<file path="config.mk">
export PLATFORM = sky130hd
export DESIGN_NAME = fifo_burst_reader
export DESIGN_NICKNAME = d
export VERILOG_FILES = /design/src/rtl/fifo_rd_pkg.sv /design/src/rtl/fifo_rd_skid.sv /design/src/rtl/fifo_burst_reader.sv
export SDC_FILE = /design/constraint.sdc
export NUM_CORES = 1
export LEC_CHECK = 0
export CAP_MARGIN = 10
export CORE_ASPECT_RATIO = 1.25
export CORE_MARGIN = 5
export CORE_UTILIZATION = 52
export DETAILED_ROUTE_END_ITERATION = 8
export PLACE_DENSITY = 0.85
export SLEW_MARGIN = 5
export SYNTH_ARGS = -nofsm -noshare
export SYNTH_HDL_FRONTEND = slang
export SYNTH_SLANG_ARGS = --single-unit
</file>
<file path="constraint.sdc">
create_clock -name clk -period 9 [get_ports clk]
set_input_delay 0.9 -clock clk [delete_from_list [all_inputs] [get_ports clk]]
set_output_delay 0.9 -clock clk [all_outputs]
set_load 0.1 [all_outputs]
</file>
<file path="src/rtl/fifo_rd_pkg.sv">
// Shared types and defaults for the FIFO burst read engine.
package fifo_rd_pkg;
  localparam int DEF_WIDTH     = 128;
  localparam int DEF_BURST_LEN = 16;

  typedef enum logic [1:0] {
    IDLE   = 2'd0,
    RUN    = 2'd1,
    FINISH = 2'd2
  } rd_state_e;

  // Skid entry at the default word width.
  typedef struct packed {
    logic [DEF_WIDTH-1:0] data;
    logic                 last;
  } skid_entry_t;
endpackage

</file>
<file path="src/rtl/fifo_rd_skid.sv">
// Two-entry registered skid buffer; entry 0 is always the head.
module fifo_rd_skid #(
  parameter int WIDTH = fifo_rd_pkg::DEF_WIDTH
) (
  input  logic             clk,
  input  logic             rst,
  input  logic             push,
  input  logic [WIDTH-1:0] push_data,
  input  logic             push_last,
  input  logic             pop,
  output logic             out_valid,
  output logic [WIDTH-1:0] out_data,
  output logic             out_last,
  output logic [1:0]       occ
);
  typedef struct packed {
    logic [WIDTH-1:0] data;
    logic             last;
  } entry_t;

  entry_t ent [2];
  entry_t new_ent;
  logic   pop_ok, push_ok;

  assign new_ent   = '{data: push_data, last: push_last};
  assign pop_ok    = pop && (occ != 2'd0);
  assign push_ok   = push && ((occ != 2'd2) || pop_ok);
  assign out_valid = (occ != 2'd0);
  assign out_data  = ent[0].data;
  assign out_last  = ent[0].last;

  always_ff @(posedge clk or posedge rst) begin
    if (rst) begin
      ent[0] <= '0;
      ent[1] <= '0;
      occ    <= 2'd0;
    end else begin
      unique case ({push_ok, pop_ok})
        2'b10: begin
          if (occ == 2'd0) ent[0] <= new_ent;
          else             ent[1] <= new_ent;
          occ <= occ + 2'd1;
        end
        2'b01: begin
          ent[0] <= ent[1];
          occ    <= occ - 2'd1;
        end
        2'b11: begin
          // Simultaneous push and pop: the new word lands behind whatever remains.
          if (occ == 2'd1) begin
            ent[0] <= new_ent;
          end else begin
            ent[0] <= ent[1];
            ent[1] <= new_ent;
          end
        end
        default: ;
      endcase
    end
  end
endmodule

</file>
<file path="src/rtl/fifo_burst_reader.sv">
// Burst-framed FIFO read engine with a 2-deep skid output.
// Optional beat counter enabled by defining FIFO_RD_STATS_EN.
module fifo_burst_reader
  import fifo_rd_pkg::*;
#(
  parameter int WIDTH     = DEF_WIDTH,
  parameter int BURST_LEN = DEF_BURST_LEN
) (
  input  logic             clk,
  input  logic             rst,
  input  logic             en,
  output logic             fifo_read_en,
  input  logic [WIDTH-1:0] fifo_data_out,
  input  logic             fifo_empty,
  output logic             m_valid,
  input  logic             m_ready,
  output logic [WIDTH-1:0] m_data,
  output logic             m_last,
  output logic             busy
`ifdef FIFO_RD_STATS_EN
  ,
  output logic [31:0]      beat_count
`endif
);
  localparam int             IW       = $clog2(BURST_LEN);
  localparam logic [IW-1:0]  LAST_IDX = IW'(BURST_LEN - 1);

  rd_state_e     state, state_nxt;
  logic [IW-1:0] burst_idx;
  logic [1:0]    occ;
  logic          xfer, wrap;

  assign fifo_read_en = (state != IDLE) && !fifo_empty && (occ < 2'd2);
  assign wrap         = fifo_read_en && (burst_idx == LAST_IDX);
  assign xfer         = m_valid && m_ready;
  assign busy         = (state != IDLE) || (occ != 2'd0);

  // Leaving RUN looks at the index after this cycle's pop, so a pop issued
  // while en falls still finishes its burst.
  always_comb begin
    state_nxt = state;
    unique case (state)
      IDLE:    if (en) state_nxt = RUN;
      RUN:     if (!en) state_nxt = ((burst_idx == '0 && !fifo_read_en) || wrap) ? IDLE : FINISH;
      FINISH:  if (en) state_nxt = RUN;
               else if (wrap) state_nxt = IDLE;
      default: state_nxt = IDLE;
    endcase
  end

  always_ff @(posedge clk or posedge rst) begin
    if (rst) begin
      state     <= IDLE;
      burst_idx <= '0;
    end else begin
      state <= state_nxt;
      if (fifo_read_en) burst_idx <= wrap ? '0 : burst_idx + 1'b1;
    end
  end

  fifo_rd_skid #(.WIDTH(WIDTH)) u_skid (
    .clk       (clk),
    .rst       (rst),
    .push      (fifo_read_en),
    .push_data (fifo_data_out),
    .push_last (burst_idx == LAST_IDX),
    .pop       (xfer),
    .out_valid (m_valid),
    .out_data  (m_data),
    .out_last  (m_last),
    .occ       (occ)
  );

`ifdef FIFO_RD_STATS_EN
  always_ff @(posedge clk or posedge rst) begin
    if (rst)       beat_count <= '0;
    else if (xfer) beat_count <= beat_count + 32'd1;
  end
`endif
endmodule

</file>
After elaboration in Yosys (flattened, before gate mapping) --
Cells that the tools add are included.
Operators by class: add/subtract/negate cells 3, reduce and logical (&&, ||, !) cells 23, equal/unequal tests 14, multiplexer cells 14, $lt $le $gt $ge 1
Operators with widths (count):
- $mux 129 | 4
- $pmux 129 s3 | 1
- $pmux 129 s2 | 1
- $mux 2 | 5
- $ne 2x2->1 const B | 5
- $reduce_bool 2->1 | 4
- $logic_and 1x1->1 | 7
- $eq 2x1->1 const B | 3
- $eq 2x2->1 const B | 3
- $pmux 2 s3 | 1
- $reduce_and 3->1 | 2
- $add 4x1->4 const B | 1
- $eq 4x4->1 const B | 1
- $logic_not 2->1 | 2
- $logic_not 4->1 | 1
- $mux 4 | 1
- $pmux 2 s2 | 1
- $logic_or 1x1->1 | 3
- $ne 3x3->1 const B | 1
- $reduce_bool 3->1 | 1
- $add 2x1->2 const B | 1
- $logic_not 1->1 | 2
- $lt 2x2->1 const B | 1
- $ne 2x1->1 const B | 1
- 2 further kinds | 2
Word-level totals: register bits after elaboration 266, output and inout bits 132, bits of input ports 133, logic and storage cells 62

Depth between registers and ports, before layout --
Gate-level depths: netlist (run 1).
depth after elaboration 9, depth in mapped cells 8, depth with buffers taken out 6

Hierarchy --
From an unflattened synthesis (run 1), not the netlist that was laid out.
Unflattened totals: cell total of the unflattened synthesis 1203, area, all modules 12818.5 sq um
By module, submodules not included:
- fifo_rd_skid | seq. area each 6506.2 sq um, instances 1, cells an instance 1168, area an instance 12465.7 sq um
- fifo_burst_reader | seq. area each 150.1 sq um, instances 1, cells an instance 35, area an instance 352.8 sq um

Worst setup path after synthesis (run 1) --
No wires, ideal clock.
kind in2reg, from input port fifo_empty, to register u_skid.ent (netlist bit u_skid.out_last), setup time 146 ps, arrival time 2346 ps, path slack 6508 ps, required time 8854 ps, buffers on the path 2, cell stages on the path 7, cells stage by stage nor2_4 o21ai_4 inv_2 a21o_1 buf_2 buf_1 o221ai_1
Between the ends: cells in the longest elaborated chain, start to end 7, elaborated cells on any way between the ends 11, those cells by class eq/ne (4); mux (1); reduce/logical (6)
RTL lines:
- start: declaration | RTL line fifo_burst_reader.sv:14 | input logic fifo_empty,
- $logic_not 1->1 (*) | RTL line fifo_burst_reader.sv:33 | assign fifo_read_en = (state != IDLE) && !fifo_empty && (occ < 2'd2);
- $logic_and 1x1->1 (*) (2 in a row) | RTL line fifo_burst_reader.sv:33
- named net fifo_read_en | RTL line fifo_burst_reader.sv:12 | output logic fifo_read_en,
- $logic_and 1x1->1 (*) | RTL line fifo_rd_skid.sv:27 | assign push_ok = push && ((occ != 2'd2) || pop_ok);
- $eq 2x2->1 or $eq 2x1->1 (tied branches) | RTL line fifo_rd_skid.sv:38 | unique case ({push_ok, pop_ok})
- $ne 2x1->1 (no line) or $reduce_bool 3->1 (tied branches)
- $reduce_and 2->1 (no line)
- end: declaration | RTL line fifo_rd_skid.sv:21 | entry_t ent [2];
The timed path passes the listed nets; every way through them passes the cells marked *. A chain may end at the register's enable or synchronous reset.

Worst setup path after layout (run 1) --
from input port fifo_empty, to output port fifo_read_en
Between the ends: cells in the longest elaborated chain, start to end 3
RTL lines (RTL line):
- $logic_not 1->1 | fifo_burst_reader.sv:33
- $logic_and 1x1->1 (2 in a row) | fifo_burst_reader.sv:33
- end: declaration | fifo_burst_reader.sv:12
No other way between the ends.

==> results of run 1 <==
layout make-up:
class                   count  area (µm²)  area share [%]
repair buffers            275        2730            18.1
clock buffers              40         785            5.20
multi-input cells         428        4420            29.3
well taps                 325         407            2.69
flip-flops and latches    266        6660            44.1
clock inverters             4        47.5           0.315
diodes                      1        2.50          0.0166
inverters                  11        48.8           0.323
flip-flops by register name (all words and copies together) (netlist names):
| register | flops |
|---|---|
| u_skid.out_last | 1 |
| u_skid.occ | 2 |
| state | 2 |
| u_skid.out_data | 128 |
| u_skid.ent | 129 |
| burst_idx | 4 |
critical path, delay by kind of cell:
kind / cells / cell delay, ns
AOI/OAI and AO/OA: 1 / 0.07
and+or+nand+nor: 1 / 0.17
buffers and inverters: 4 / 2.17
worst max path at each step:
| stage | slack, ns | to | start |
|---|---|---|---|
| 2_1_floorplan | 0.77 | burst_idx[0]$_DFFE_PP0P_ | rst |
| 3_3_place_gp | 4.68 | u_skid.ent[126]$_DFFE_PP0P_ | fifo_empty |
| 3_5_place_dp | 4.68 | u_skid.ent[113]$_DFFE_PP0P_ | fifo_empty |
| 4_1_cts | 4.76 | fifo_read_en | fifo_empty |
| 5_1_grt | 4.68 | fifo_read_en | fifo_empty |
| 6_report | 4.79 | fifo_read_en | fifo_empty |
cell usage in the layout (no fill, tap or decap), types with 2 or more instances in the layout:
| cell | netlist | routed |
|---|---|---|
| dfrtp_1 | 266 | 266 |
| clkdlybuf4s50_1 | 0 | 264 |
| or3_1 | 129 | 129 |
| o221a_2 | 119 | 119 |
| mux2_4 | 100 | 100 |
| mux2_2 | 28 | 28 |
| clkbuf_16 | 0 | 27 |
| buf_4 | 129 | 11 |
| inv_1 | 10 | 9 |
| o221a_1 | 9 | 9 |
| nand2_1 | 7 | 7 |
| clkbuf_1 | 43 | 7 |
| clkbuf_8 | 0 | 6 |
| ha_1 | 5 | 5 |
| o21ai_0 | 4 | 3 |
| xnor2_1 | 3 | 3 |
| o21ai_4 | 1 | 2 |
| nor2b_1 | 2 | 2 |
| nor2_1 | 2 | 2 |
| nor3_1 | 2 | 2 |
| a21oi_1 | 3 | 2 |
| nor4_1 | 2 | 2 |
| mux2i_1 | 2 | 2 |
| clkinv_2 | 0 | 2 |
through the flow:
stage | setup slack [ns] | util, %
after floorplan | 0.775 | -
after global placement | 4.68 | 60.1
after detailed placement | 4.68 | 60.1
after CTS | 4.76 | 63.6
after global routing | 4.68 | 63.6
final | 4.79 | 63.6
cells by family (layout without fill, tap and decap cells):
kind of cell	count (synthesis)	in the layout	share of synthesized area [%]
XOR/XNOR	3	3	0.210
buffers and inverters	209	330	11.8
multiplexers	130	130	14.7
AO/OA/AOI/OAI	142	142	12.4
other	0	1	0
flip-flops	266	266	53.2
adder cells (fa/ha/maj)	5	5	0.500
AND/OR/NAND/NOR	148	148	7.24
cell usage after synthesis, types with 2 or more instances:
master	instances
or3_1	129
nor2_1	2
buf_12	11
dfrtp_1	266
o21ai_0	4
nand2_1	7
buf_2	11
o221a_1	9
a21oi_1	3
inv_1	10
buf_4	129
mux2_4	100
nor2b_1	2
mux2i_1	2
buf_1	2
buf_6	2
o221a_2	119
nor4_1	2
clkbuf_1	43
mux2_2	28
xnor2_1	3
ha_1	5
nor3_1	2
per-layer routing:
| metal | vias to the layer above | track usage [%] | part of all wire, % |
|---|---|---|---|
| met2 | 239 | 34.1 | 49 |
| met3 | 61 | 3.80 | 5.7 |
| met4 | 2 | 6.81 | 3.5 |
| li1 | 3442 | - | - |
| met5 | - | 0 | 0.045 |
| met1 | 3997 | 27.0 | 41 |
==> results.yml, run 1 <==
cts:
  cts_root_buffer: "clkbuf_16"
  cts_sinks: 266
  numCtsBuffers: 27
  insertion_delay_ns: 0.52
  cts_buffer_depth: 3
  hold_buffers: 0
  path_clk_slew_ns: 0.06
  tritoncts: "built"
  ctsResizeCount: 0
  post_cts_buffers: 0
  cts_max_level: 1
min_path:
  hold_end: "u_skid.occ[0]$_DFFE_PP0P_"
  worstHoldStart: "u_skid.occ[0]$_DFFE_PP0P_"
  hold_depth: 1
  min_path_type: "reg -> reg"
synth:
  ys_seq_elements: 266
  synth_area_leaders: "dfrtp_1, mux2_4, o221a_2"
  syn_inst: 903
  netlist.area_leader.share_pct: 53.2
  yosys.area.top_type: "dfrtp_1"
  syn_area_mm2: 0.0125
  synth-main-ff-cell: "dfrtp_1"
  ys_seq_area_share_pct: 53.2
  avgSynthCellArea_um2: 13.9
  yosysUniqueCellTypes: 35
  ys_warn_count: 0
  syn_nets: 1041
  async_flop_share_pct: 100
  synth-edff-count: 0
worst_setup_path:
  r2r_end: "u_skid.ent[124]$_DFFE_PP0P_"
  crit_chain: "clkdlybuf4s50_1 -> nor2_4 -> o21ai_4 -> buf_4 -> inv_2 -> clkdlybuf4s50_1"
  worst_setup_path_end_kind: "output port"
  rr_startpoint: "u_skid.occ[1]$_DFFE_PP0P_"
  cp_max_fo: 58
  r2r_setup_slack_ns: 5.61
  slowest_stage: "clkdlybuf4s50_1"
  worstRegToRegCells: 7
  cp-start-kind: "input port"
  crit_required_ns: 8.10
  path_common_cell: "clkdlybuf4s50_1"
  critical_path_arrival_ns: 3.31
  path_class: "in -> out"
  cpPeakStageDelay_ns: 1.18
final_layout:
  fin_nets: 1147
  instances_no_fill: 1350
  n_fill_cell: 1692
  design_area_mm2: 0.0151
  area_growth_pct: 20.5
  drive_gt1_share_pct: 29.7
floorplanning:
  core_mm2: 0.0237
  die_x_um: 149
  start_util_pct: 52.8
  die_area_mm2: 0.0273
  num_rows: 63
  io_pins: 265
  die-height_um: 184
detailed_routing:
  wire_per_inst_um: 21.5
  routed_wl_um: 29000
  drt_iter0_markers: 424
  first_pass_iters: 5
  via_count: 7741
  drt-vias-per-instance: 5.73
  drc: 0
  ant_nets: 0
placed_design:
  port_buffers: 264
  placed_area_mm2: 0.0143
  dp_hpwl_um: 17900
  gp_congestion: 0.781
  dp.cells: 1305
global_routing:
  grt_start_max_net_pins: 113
  grt-ovfl-total: 0
  grt_pass1_vias: 8329
  grt_pass1_wl_um: 45900
  antenna_found_initial: 2
  grt_usage_pct: 20.4
timing:
  tns_ns: 0
  period_share_pct: 46.8
  maxSlewViolCount: 0
  rsz0062_at_grt: "no"
  hold_ws_ns: 0.510
  maxSlewHeadroom_pct: 23.0
  setup_viol: 0
  worstMarginPinSlew_ns: 1.15
  timing.fmax_mhz: 237
  hold_violations: 0
  finClkSkew_ns: 0.00877
  min_period_ns: 4.21
run:
  maxCapViolCount: 0
outcome:
  status: "completed"
Power of run 1 is not shown: default switching activity piles up to over one toggle a cycle in this logic, so the estimate is an artifact.
==> inputs of run 2 (changes only) <==
Clock period 9 ns to 4.3 ns, I/O delays scaled along.
==> run 2 against run 1 <==
Against the previous run: sequential share of layout area shrank 0.54 points; global-route usage grew 0.65 points; core utilization grew 0.79 points; die area is the same; first-iteration DRC count grew 26%; critical path type is now reg -> out.
==> results.yml, run 2 (synthesized netlist as in run 1, its figures left out) <==
outcome:
  status: "completed"
timing:
  finClkSkew_ns: 0.0129
  hold_violations: 0
  timing.fmax_mhz: 332
  maxSlewViolCount: 0
  worstMarginPinSlew_ns: 1.06
  period_share_pct: 70.1
  tns_ns: 0
  rsz0062_at_grt: "no"
  maxSlewHeadroom_pct: 29.4
  min_period_ns: 3.02
  setup_viol: 0
detailed_routing:
  via_count: 7854
  drt_iter0_markers: 534
  ant_nets: 0
  wire_per_inst_um: 21.9
  first_pass_iters: 5
  routed_wl_um: 29700
  drt-vias-per-instance: 5.78
  drc: 0
cts:
  cts_buffer_depth: 3
  numCtsBuffers: 26
  tritoncts: "built"
  cts_root_buffer: "clkbuf_16"
  cts_sinks: 266
  ctsResizeCount: 0
  cts_max_level: 1
  post_cts_buffers: 0
  hold_buffers: 0
  path_clk_slew_ns: 0.06
  insertion_delay_ns: 0.52
worst_setup_path:
  r2r_setup_slack_ns: 1.71
  path_class: "reg -> out"
  cp_max_fo: 5
  worstRegToRegCells: 7
  rr_startpoint: "u_skid.occ[1]$_DFFE_PP0P_"
  cp-start-kind: "register"
  crit_required_ns: 3.87
  worst_setup_path_end_kind: "output port"
  r2r_end: "u_skid.out_data[12]$_DFFE_PP0P_"
  critical_path_arrival_ns: 2.59
final_layout:
  layout_commonest_cell: "dfrtp_1"
  n_fill_cell: 1712
  area.sequential_mm2: 0.00666
  area_growth_pct: 22.0
  mostFrequentLayoutCells: "dfrtp_1, clkdlybuf4s50_1, or3_1"
  fin_nets: 1153
  top_register: "u_skid.ent"
  drive_gt1_share_pct: 30.4
  multiInputGateArea_mm2: 0.00442
  largest_reg_flops: 129
floorplanning:
  die_x_um: 149
  core_mm2: 0.0237
  die_area_mm2: 0.0273
  num_rows: 63
  start_util_pct: 52.8
  io_pins: 265
  die-height_um: 184
global_routing:
  grt-ovfl-total: 0
  grt_pass1_wl_um: 47100
  grt_start_max_net_pins: 89
  grt_pass1_vias: 8328
  antenna_found_initial: 1
  grt_usage_pct: 21.0
placed_design:
  port_buffers: 264
  gp_congestion: 0.778
  dp_hpwl_um: 18900
min_path:
  min_path_type: "in -> async"
run:
  maxCapViolCount: 0
run 2: cell types whose count changed in the layout (fill, tap and decap cells not counted), moves of 2 or more:
cell and change:
buf_12 +5, clkbuf_1 -2, bufinv_16 +3, buf_4 +2
run 2: layout make-up:
| class | instances | area share, % |
|---|---|---|
| clock buffers | 37 | 5.00 |
| well taps | 325 | 2.66 |
| repair buffers | 282 | 18.6 |
| multi-input cells | 428 | 28.9 |
| clock inverters | 8 | 0.934 |
| diodes | 2 | 0.0328 |
| flip-flops and latches | 266 | 43.6 |
| inverters | 11 | 0.295 |
run 2: routing by layer:
metal / track usage, % / vias to the layer above / routed length, µm
met5: 0 / - / 0
met1: 28.3 / 4063 / 12100
met4: 7.40 / 0 / 1030
met2: 34.2 / 276 / 14700
li1: - / 3451 / -
met3: 4.29 / 64 / 1920
run 2: worst max-delay path, stage by stage (launching register included):
cell	delay (ns)
dfrtp_1	0.47
inv_1	0.10
ha_1	0.28
nand2_1	0.09
clkdlybuf4s50_1	1.13
run 2: worst max path at each step:
stage / startpoint / endpoint / cells past startpoint
floorplan: rst / burst_idx[0]$_DFFE_PP0P_ / 1
CTS: u_skid.occ[1]$_DFFE_PP0P_ / busy / 4
detailed placement: fifo_empty / u_skid.out_data[50]$_DFFE_PP0P_ / 7
global route: u_skid.occ[1]$_DFFE_PP0P_ / busy / 4
global placement: fifo_empty / u_skid.out_data[57]$_DFFE_PP0P_ / 7
finish: u_skid.occ[1]$_DFFE_PP0P_ / busy / 4
run 2: per-stage QoR:
step	util (%)	instances	setup slack (ns)	area (µm²)	hold slack [ns]
6_report	64.4	1359	1.28	15300	0.478
5_1_grt	64.4	1358	1.16	15300	0.482
4_1_cts	64.4	1357	1.28	15300	0.474
3_5_place_dp	60.6	1312	1.33	14400	0.497
3_3_place_gp	60.6	1312	1.38	14400	0.490
2_1_floorplan	-	903	0.359	12500	0.473
Power of run 2 is left out for the same reason.
==> inputs of run 3 (changes only) <==
Clock period 4.3 ns to 2.95 ns, I/O delays scaled along.
==> run 3 against run 2 <==
Against the previous run: register-to-register slack got worse by 1.1 ns; sequential share of layout area increased by 0.21 points; critical endpoint is now u_skid.out_data[64]$_DFFE_PP0P_; global-route usage decreased by 0.11 points; routed wire length decreased by 0.87%; cell count increased by 1.0%; worst hold slack got worse by 0.24 ns; worst setup slack got worse by 0.68 ns; first-iteration DRC count decreased by 10%; non-clock buffer count increased by 14; flip-flop and latch count unchanged; die area unchanged; clock skew decreased by 0.0055 ns.
==> results.yml, run 3 (synthesized netlist as in run 1, its figures left out) <==
timing:
  worstMarginPinSlew_ns: 0.772
  tns_ns: 0
  period_share_pct: 79.5
  maxSlewHeadroom_pct: 48.6
  setup_viol: 0
  finClkSkew_ns: 0.00740
  timing.fmax_mhz: 426
  min_period_ns: 2.35
  maxSlewViolCount: 0
  rsz0062_at_grt: "no"
  hold_violations: 0
detailed_routing:
  via_count: 7812
  ant_nets: 0
  routed_wl_um: 29500
  drt-vias-per-instance: 5.69
  drt_iter0_markers: 478
  first_pass_iters: 4
  drc: 0
  wire_per_inst_um: 21.5
final_layout:
  layout_commonest_cell: "dfrtp_1"
  mostFrequentLayoutCells: "dfrtp_1, buf_4, clkdlybuf4s50_1"
  largest_reg_flops: 129
  top_register: "u_skid.ent"
  area_growth_pct: 21.4
  diodes: 0
  drive_gt1_share_pct: 44.5
  fin_nets: 1167
min_path:
  min_path_type: "in -> async"
global_routing:
  antenna_found_initial: 0
  grt-ovfl-total: 0
  grt_pass1_wl_um: 46800
  grt_start_max_net_pins: 81
  grt_usage_pct: 20.9
  grt_pass1_vias: 8529
cts:
  ctsResizeCount: 0
  cts_root_buffer: "clkbuf_16"
  post_cts_buffers: 0
  tritoncts: "built"
  cts_max_level: 1
  cts_sinks: 266
  cts_buffer_depth: 3
  hold_buffers: 0
  numCtsBuffers: 26
  path_clk_slew_ns: 0.07
  insertion_delay_ns: 0.52
floorplanning:
  start_util_pct: 52.8
  die_area_mm2: 0.0273
  core_mm2: 0.0237
  die-height_um: 184
  die_x_um: 149
  io_pins: 265
  num_rows: 63
worst_setup_path:
  crit_required_ns: 3.35
  rr_startpoint: "u_skid.occ[1]$_DFFE_PP0P_"
  worst_setup_path_end_kind: "register"
  critical_path_arrival_ns: 2.75
  r2r_setup_slack_ns: 0.60
  path_class: "reg -> reg"
  r2r_end: "u_skid.out_data[64]$_DFFE_PP0P_"
  worstRegToRegCells: 7
  cp_max_fo: 80
  cp-start-kind: "register"
placed_design:
  gp_congestion: 0.821
  dp_hpwl_um: 19400
  port_buffers: 264
run:
  maxCapViolCount: 0
outcome:
  status: "completed"
==> run 3: changes by cell type in the layout (fill, tap and decap cells not counted), sizes merged <==
cell / delta
clkbuf: -3
clkdlybuf4s50: -132
diode: -2
clkinvlp: +1
inv: +1
buf: +146
clkinv: +3
==> run 3: how the worst max path moves through the flow <==
stage	start	endpoint
after floorplan	rst	burst_idx[0]$_DFFE_PP0P_
after global placement	fifo_empty	u_skid.ent[68]$_DFFE_PP0P_
after detailed placement	fifo_empty	u_skid.ent[98]$_DFFE_PP0P_
after CTS	u_skid.occ[1]$_DFFE_PP0P_	u_skid.out_data[71]$_DFFE_PP0P_
after global routing	u_skid.occ[1]$_DFFE_PP0P_	u_skid.out_data[71]$_DFFE_PP0P_
final	u_skid.occ[1]$_DFFE_PP0P_	u_skid.out_data[64]$_DFFE_PP0P_
==> run 3: critical path, stage by stage (launching register included) <==
cell     delay, ns
dfrtp_1       0.45
inv_1         0.11
ha_1          0.31
nor2b_1       0.33
a21oi_4       0.05
buf_4         0.35
or3_1         0.45
o221a_2       0.13
==> run 3: through the flow <==
step | instance area [µm²] | util [%] | std cells | setup slack, ns | hold WS, ns
final | 15200 | 64.1 | 1373 | 0.605 | 0.240
after global routing | 15200 | 64.1 | 1373 | 0.492 | 0.293
after CTS | 15200 | 64.1 | 1373 | 0.606 | 0.243
after detailed placement | 14300 | 60.1 | 1326 | 0.413 | 0.496
after global placement | 14300 | 60.1 | 1326 | 0.467 | 0.491
after floorplan | 12500 | - | 903 | -0.856 | 0.365
==> run 3: metal layers <==
| metal | global-route usage, % | share of wire [%] | up-vias |
|---|---|---|---|
| met5 | 0 | 0 | - |
| met4 | 6.63 | 3.2 | 0 |
| met3 | 3.77 | 5.5 | 54 |
| met2 | 35.5 | 50 | 239 |
| met1 | 27.5 | 41 | 4047 |
| li1 | - | - | 3472 |
==> run 3: layout make-up <==
type | count | area (µm²)
Timing Repair Buffer | 296 | 2740
Fill cell | 1680 | 8520
Tap cell | 325 | 407
Clock buffer | 34 | 762
Multi-Input combinational cell | 428 | 4420
Sequential cell | 266 | 6660
Inverter | 11 | 45.0
Clock inverter | 13 | 176
Power of run 3 is left out for the same reason.
